--- config.mk ---
export PLATFORM = sky130hd
export DESIGN_NAME = pc_sequencer
export DESIGN_NICKNAME = d
export VERILOG_FILES = /design/src/rtl/pc_pkg.sv /design/src/rtl/pc_sequencer_return_stack.sv /design/src/rtl/pc_sequencer.sv
export SDC_FILE = /design/constraint.sdc
export NUM_CORES = 1
export LEC_CHECK = 0
export ABC_AREA = 1
export CAP_MARGIN = 20
export CORE_UTILIZATION = 47
export DETAILED_ROUTE_END_ITERATION = 10
export HOLD_SLACK_MARGIN = 0.02
export PLACE_DENSITY = 0.69
export SLEW_MARGIN = 20
export SYNTH_ARGS = -nofsm -noshare
export SYNTH_HDL_FRONTEND = slang
export SYNTH_SLANG_ARGS = --single-unit
--- constraint.sdc ---
create_clock -name clk -period 4.7 [get_ports clk]
set_input_delay 0.47 -clock clk [delete_from_list [all_inputs] [get_ports clk]]
set_output_delay 0.47 -clock clk [all_outputs]
set_load 0.02 [all_outputs]
--- src/rtl/pc_pkg.sv ---
// pc_pkg: next-PC source selection shared by the sequencer
package pc_pkg;
  typedef enum logic [2:0] {PC_SEQ, PC_HOLD, PC_REDIRECT, PC_TRAP, PC_CALL, PC_RET, PC_RET_UF} pc_sel_e;
  // Priority: trap > redirect > stall > call (alone or with ret) > ret > sequential
  function automatic pc_sel_e pc_select(input logic trap, input logic redirect_valid, input logic stall,
                                        input logic call, input logic ret, input logic ras_empty);
    return trap ? PC_TRAP : redirect_valid ? PC_REDIRECT : stall ? PC_HOLD : call ? PC_CALL :
           ret ? (ras_empty ? PC_RET_UF : PC_RET) : PC_SEQ;
  endfunction
endpackage

--- src/rtl/pc_sequencer_return_stack.sv ---
// return_stack: circular return-address stack, oldest entry overwritten when full
module return_stack #(
  parameter int XLEN  = 32,
  parameter int DEPTH = 4
) (
  input  logic            clk,
  input  logic            reset,
  input  logic            push,
  input  logic            pop,
  input  logic [XLEN-1:0] push_data,
  output logic [XLEN-1:0] top,
  output logic            empty,
  output logic            full
);
  localparam int PW = $clog2(DEPTH);
  localparam int CW = PW + 1;
  logic [XLEN-1:0] r_mem [DEPTH];
  logic [PW-1:0]   r_ptr;
  logic [CW-1:0]   r_cnt;
  logic [PW-1:0]   w_top_idx;
  logic            w_replace;
  logic            w_push_new;
  logic            w_pop_only;
  assign w_top_idx  = r_ptr - PW'(1);
  assign top        = r_mem[w_top_idx];
  assign empty      = r_cnt == '0;
  assign full       = r_cnt == CW'(DEPTH);
  assign w_replace  = push & pop & ~empty;
  assign w_push_new = push & ~w_replace;
  assign w_pop_only = pop & ~push & ~empty;
  // Storage: push+pop rewrites the top in place, plain push writes the next free slot
  always_ff @(posedge clk) begin
    if (w_replace) r_mem[w_top_idx] <= push_data;
    else if (w_push_new) r_mem[r_ptr] <= push_data;
  end
  // Pointer wraps modulo DEPTH; count saturates at DEPTH so a full push drops the oldest
  always_ff @(posedge clk) begin
    if (reset) begin
      r_ptr <= '0;
      r_cnt <= '0;
    end else if (w_push_new) begin
      r_ptr <= r_ptr + PW'(1);
      r_cnt <= full ? r_cnt : r_cnt + CW'(1);
    end else if (w_pop_only) begin
      r_ptr <= w_top_idx;
      r_cnt <= r_cnt - CW'(1);
    end
  end
endmodule

--- src/rtl/pc_sequencer.sv ---
// pc_sequencer: fetch program counter with redirect, trap, call/return via RAS
module pc_sequencer
  import pc_pkg::*;
#(
  parameter int                XLEN         = 32,
  parameter logic [XLEN-1:0]   RESET_VECTOR = '0,
  parameter logic [XLEN-1:0]   TRAP_VECTOR  = XLEN'(32'h0000_0100),
  parameter int                PC_INC       = 4,
  parameter int                RAS_DEPTH    = 4
) (
  input  logic            clk,
  input  logic            reset,
  input  logic            stall,
  input  logic            trap,
  input  logic            redirect_valid,
  input  logic [XLEN-1:0] redirect_pc,
  input  logic            call,
  input  logic [XLEN-1:0] call_target,
  input  logic            ret,
  output logic [XLEN-1:0] pc,
  output logic            pc_valid,
  output logic            ras_empty,
  output logic            ras_full,
  output logic            ras_underflow
);
  localparam logic [XLEN-1:0] ALIGN_MASK = ~(XLEN'(PC_INC) - XLEN'(1));
  logic [XLEN-1:0] r_pc;
  logic            r_valid;
  logic            r_uf;
  logic [XLEN-1:0] w_seq;
  logic [XLEN-1:0] w_next;
  logic [XLEN-1:0] w_top;
  logic            w_push;
  logic            w_pop;
  pc_sel_e         w_sel;
  assign w_sel  = pc_select(trap, redirect_valid, stall, call, ret, ras_empty);
  assign w_seq  = r_pc + XLEN'(PC_INC);
  assign w_push = w_sel == PC_CALL;
  assign w_pop  = (w_sel == PC_RET) | (w_push & ret);
  return_stack #(.XLEN(XLEN), .DEPTH(RAS_DEPTH)) u_ras (
    .clk      (clk),
    .reset    (reset),
    .push     (w_push),
    .pop      (w_pop),
    .push_data(w_seq),
    .top      (w_top),
    .empty    (ras_empty),
    .full     (ras_full)
  );
  // Next-PC mux; external targets are aligned to the increment granule
  always_comb begin
    w_next = w_seq;
    case (w_sel)
      PC_HOLD:     w_next = r_pc;
      PC_TRAP:     w_next = TRAP_VECTOR;
      PC_REDIRECT: w_next = redirect_pc & ALIGN_MASK;
      PC_CALL:     w_next = call_target & ALIGN_MASK;
      PC_RET:      w_next = w_top;
      default:     w_next = w_seq;
    endcase
  end
  // PC, valid flag and one-cycle underflow pulse
  always_ff @(posedge clk) begin
    if (reset) begin
      r_pc    <= RESET_VECTOR;
      r_valid <= 1'b0;
      r_uf    <= 1'b0;
    end else begin
      r_pc    <= w_next;
      r_valid <= 1'b1;
      r_uf    <= w_sel == PC_RET_UF;
    end
  end
  assign pc            = r_pc;
  assign pc_valid      = r_valid;
  assign ras_underflow = r_uf;
endmodule

==> metrics.md <==
| Metric | Value |
|---|---|
| Rel. slew slack | `35.6%` |
| Clk slew on worst S/H paths | `0.06 ns` |
| WP data required | `approximately 4.8 ns` |
| Synth-to-Final Area Change | `23.2%` |
| CTS sink count | `around 170` |
| Critical Path AT | `3.23 ns` |
| Antenna Violating Nets Remaining | `0` |
| Crit-path max FO | `12` |
| Clock buffer depth | `2` |
| Initial DRC Count | `530` |
| Crit-path slowest cell | `clkdlybuf4s50_1` |
| Die H | `132 microns` |
| Crit path cell chain | `clkdlybuf4s50_1, inv_2, a21oi_4, nand4_4, nor2_8, inv_1, ha_1, inv_1, nor3_4, buf_4` |
| Sequential share of the synthesized area | `58.5%` |
| Skew final | `0.00704 ns` |
| Status | `finished clean` |
| # IOs | `roughly 110` |
| Synthesis Warnings | `0` |
| Post-route insts no fill | `approximately 1.2k` |
| Hold Buf Count CTS | `0` |
| Post-Place Cells | `between 1k and 1.5k` |
| TNS Setup | `0 ns` |
| Post-cts resize count | `0` |
| Fmax | `0.322 GHz` |
| RePlAce Congestion | `0.870` |
| CTS H-Tree Depth | `4` |
| Crit path largest cell delay | `0.54 ns` |
| Vias in the first global route | `roughly 6.0k` |
| Initial Utilization | `47.9%` |
| Min cycle time layout | `3.10 ns` |
| Dpl hpwl | `13600 microns` |
| Cell Rows | `47` |
| Crit path kind | `in -> reg` |
| Pint | `approximately 2.6 mW` |
| Hold Vio Cnt, Final | `0` |
| Die W | `132 microns` |
| Critical path launch point type | `input port` |
| P_leak | `between 3 and 4 nW` |
| Core Area | `16500 sq um` |
| Power Density | `338 nW/um^2` |
| Die footprint | `17400 sq um` |
| Least-Margin Pin Slew | `0.964 ns` |
| DRC viols | `0` |
| Ys async rst share | `0%` |
| Primary FF master, synth | `edfxtp_1` |
| CTS tree | `built` |
| Flip-flop and latch count after synthesis | `167` |
| Clk pwr share | `43.1%` |
| Global router's overall resource usage | `25.2%` |
| Flop pwr share | `49.4%` |
| Post-Syn Instances | `roughly 820` |
| Share of layout cells above drive strength 1 | `a little under a tenth` |
| Most frequent cells in the layout | `nand2_1 (248), edfxtp_1 (128), clkdlybuf4s50_1 (102)` |
| Vias | `6169` |
| Most common cell after layout, fill and taps aside | `nand2_1` |
| Tcrit/Tclk final | `66.1%` |
| Largest net degree at the start of global routing | `54` |
| Syn nets | `898` |
| Synthesized cell area | `7910 sq um` |
| Initial antenna violation count | `0` |
| Drt first pass iters | `5` |
| DR WL/cell | `approximately 18 microns` |
| Switch share | `22.6%` |
| Comb pwr share | `between 7 and 8%` |
| Postcts setup bufs | `0` |
| Clock Latency Late Sink | `about 0.43 ns` |
| Final number of setup-violating endpoints | `0` |
| Worst VDD drop | `244 uV` |
| Ant diodes | `0` |
| Via density | `5.33` |
| Final net count | `998` |
| GR Overflow Total | `0` |
| Root Driver | `clkbuf_16` |
| Worst Setup End Kind | `register` |
| Post-Syn Area per Cell | `9.60 sq um` |
| Max Cap Viol | `0` |
| Routed WL | `20800 microns` |
| Fin. max-slew vios | `0` |
| First-pass GRT wire length | `32500 microns` |
| Port-buffer cells | `102` |
| Num CTS Buffers | `17` |
| RSZ-0062 raised after global routing | `no` |
| Hold WC Path Type | `reg -> reg` |
| Synth cell types | `42` |
| Post-synth EDFFs | `128` |
| Switching pwr | `0.744 mW` |
| Cell mode on critical path | `inv_1` |
layer usage:
metal  global-route usage (%)  vias up  wire [microns]
li1                         -     3015               -
met1                     33.7     2922            9400
met2                     40.4      204            9750
met3                     5.83       28            1290
met4                     8.72        0             362
met5                        0        -               0
worst max-delay path: cells and delay by family:
family | cells | cell delay (ns)
buf+inv | 5 | 1.11
simple gates | 3 | 1.03
fa+ha+maj | 1 | 0.36
compound gates | 1 | 0.23
synth_stat cells, types with 3 or more instances:
master	instances	area (sq um)
nand3b_1	6	45.0
inv_1	56	210
edfxtp_1	128	3840
nand3_2	3	30.0
nor2_4	4	45.0
nand4_1	16	100
o21ai_0	16	80.1
nor3_1	16	80.1
xor2_1	14	123
nand3_1	27	135
nor2_2	6	37.5
nor3_2	3	30.0
a21oi_1	36	180
inv_2	10	37.5
nor2_1	69	259
buf_4	6	45.0
buf_2	14	70.1
clkbuf_1	11	41.3
a21boi_0	5	37.5
a22oi_1	32	240
dfxtp_1	39	781
a21oi_2	3	26.3
nand2_1	248	931
ha_1	3	37.5
o22ai_1	4	25.0
mux2i_1	4	40.0
xnor2_1	7	61.3
o211ai_1	18	135
nand2_2	5	31.3
power groups by stage:
stage               sequential, mW  combinational (mW)  clock (mW)
global route                  1.63               0.270        1.49
floorplan                     1.67               0.113           0
finish                        1.63               0.247        1.42
global placement              1.66               0.243           0
CTS                           1.63               0.248        1.43
detailed placement            1.66               0.246           0
cells by family (layout without fill, tap and decap cells):
kind of cell / Yosys count / in the layout / share of synthesized area, %
simple gates: 408 / 408 / 22.7
buf+inv: 101 / 214 / 5.52
xor+xnor: 22 / 22 / 2.53
compound gates: 119 / 119 / 9.79
mux: 4 / 4 / 0.506
fa+ha+maj: 3 / 3 / 0.475
flops: 167 / 167 / 58.5
area by class of cell:
| cell class | instances | area [sq um] |
|---|---|---|
| Clock buffer | 17 | 425 |
| Multi-Input combinational cell | 556 | 2870 |
| Inverter | 67 | 254 |
| Sequential cell | 167 | 4620 |
| Fill cell | 1412 | 6780 |
| Timing Repair Buffer | 115 | 1120 |
| Clock inverter | 15 | 176 |
| Tap cell | 220 | 275 |
flip-flops by register name, summed over array words and instances (netlist names):
signal / cells
pc_valid: 1
u_ras.r_mem: 128
pc: 32
ras_underflow: 1
u_ras.r_ptr: 2
u_ras.r_cnt: 3
stage by stage:
step	utilization, %	hold WS (ns)	setup slack, ns	power (mW)	cell area, sq um
floorplan	-	0.482	0.418	1.78	7910
global placement	55.3	0.502	1.17	1.90	9150
detailed placement	55.3	0.512	1.13	1.91	9150
CTS	59.0	0.528	1.59	3.31	9750
global route	59.0	0.552	1.45	3.40	9750
finish	59.0	0.524	1.60	3.30	9750
worst paths after layout:
path	start	end	slack (ns)	cells past startpoint
hold reg to reg	u_ras.r_cnt[0]	u_ras.r_cnt[0]	0.52	1
setup / recovery	call	u_ras.r_mem[0][29]	1.60	10
setup reg to reg	u_ras.r_cnt[0]	u_ras.r_mem[0][29]	1.74	10
hold / removal	u_ras.r_cnt[0]	u_ras.r_cnt[0]	0.52	1
Power figures use the tool's default switching activity.
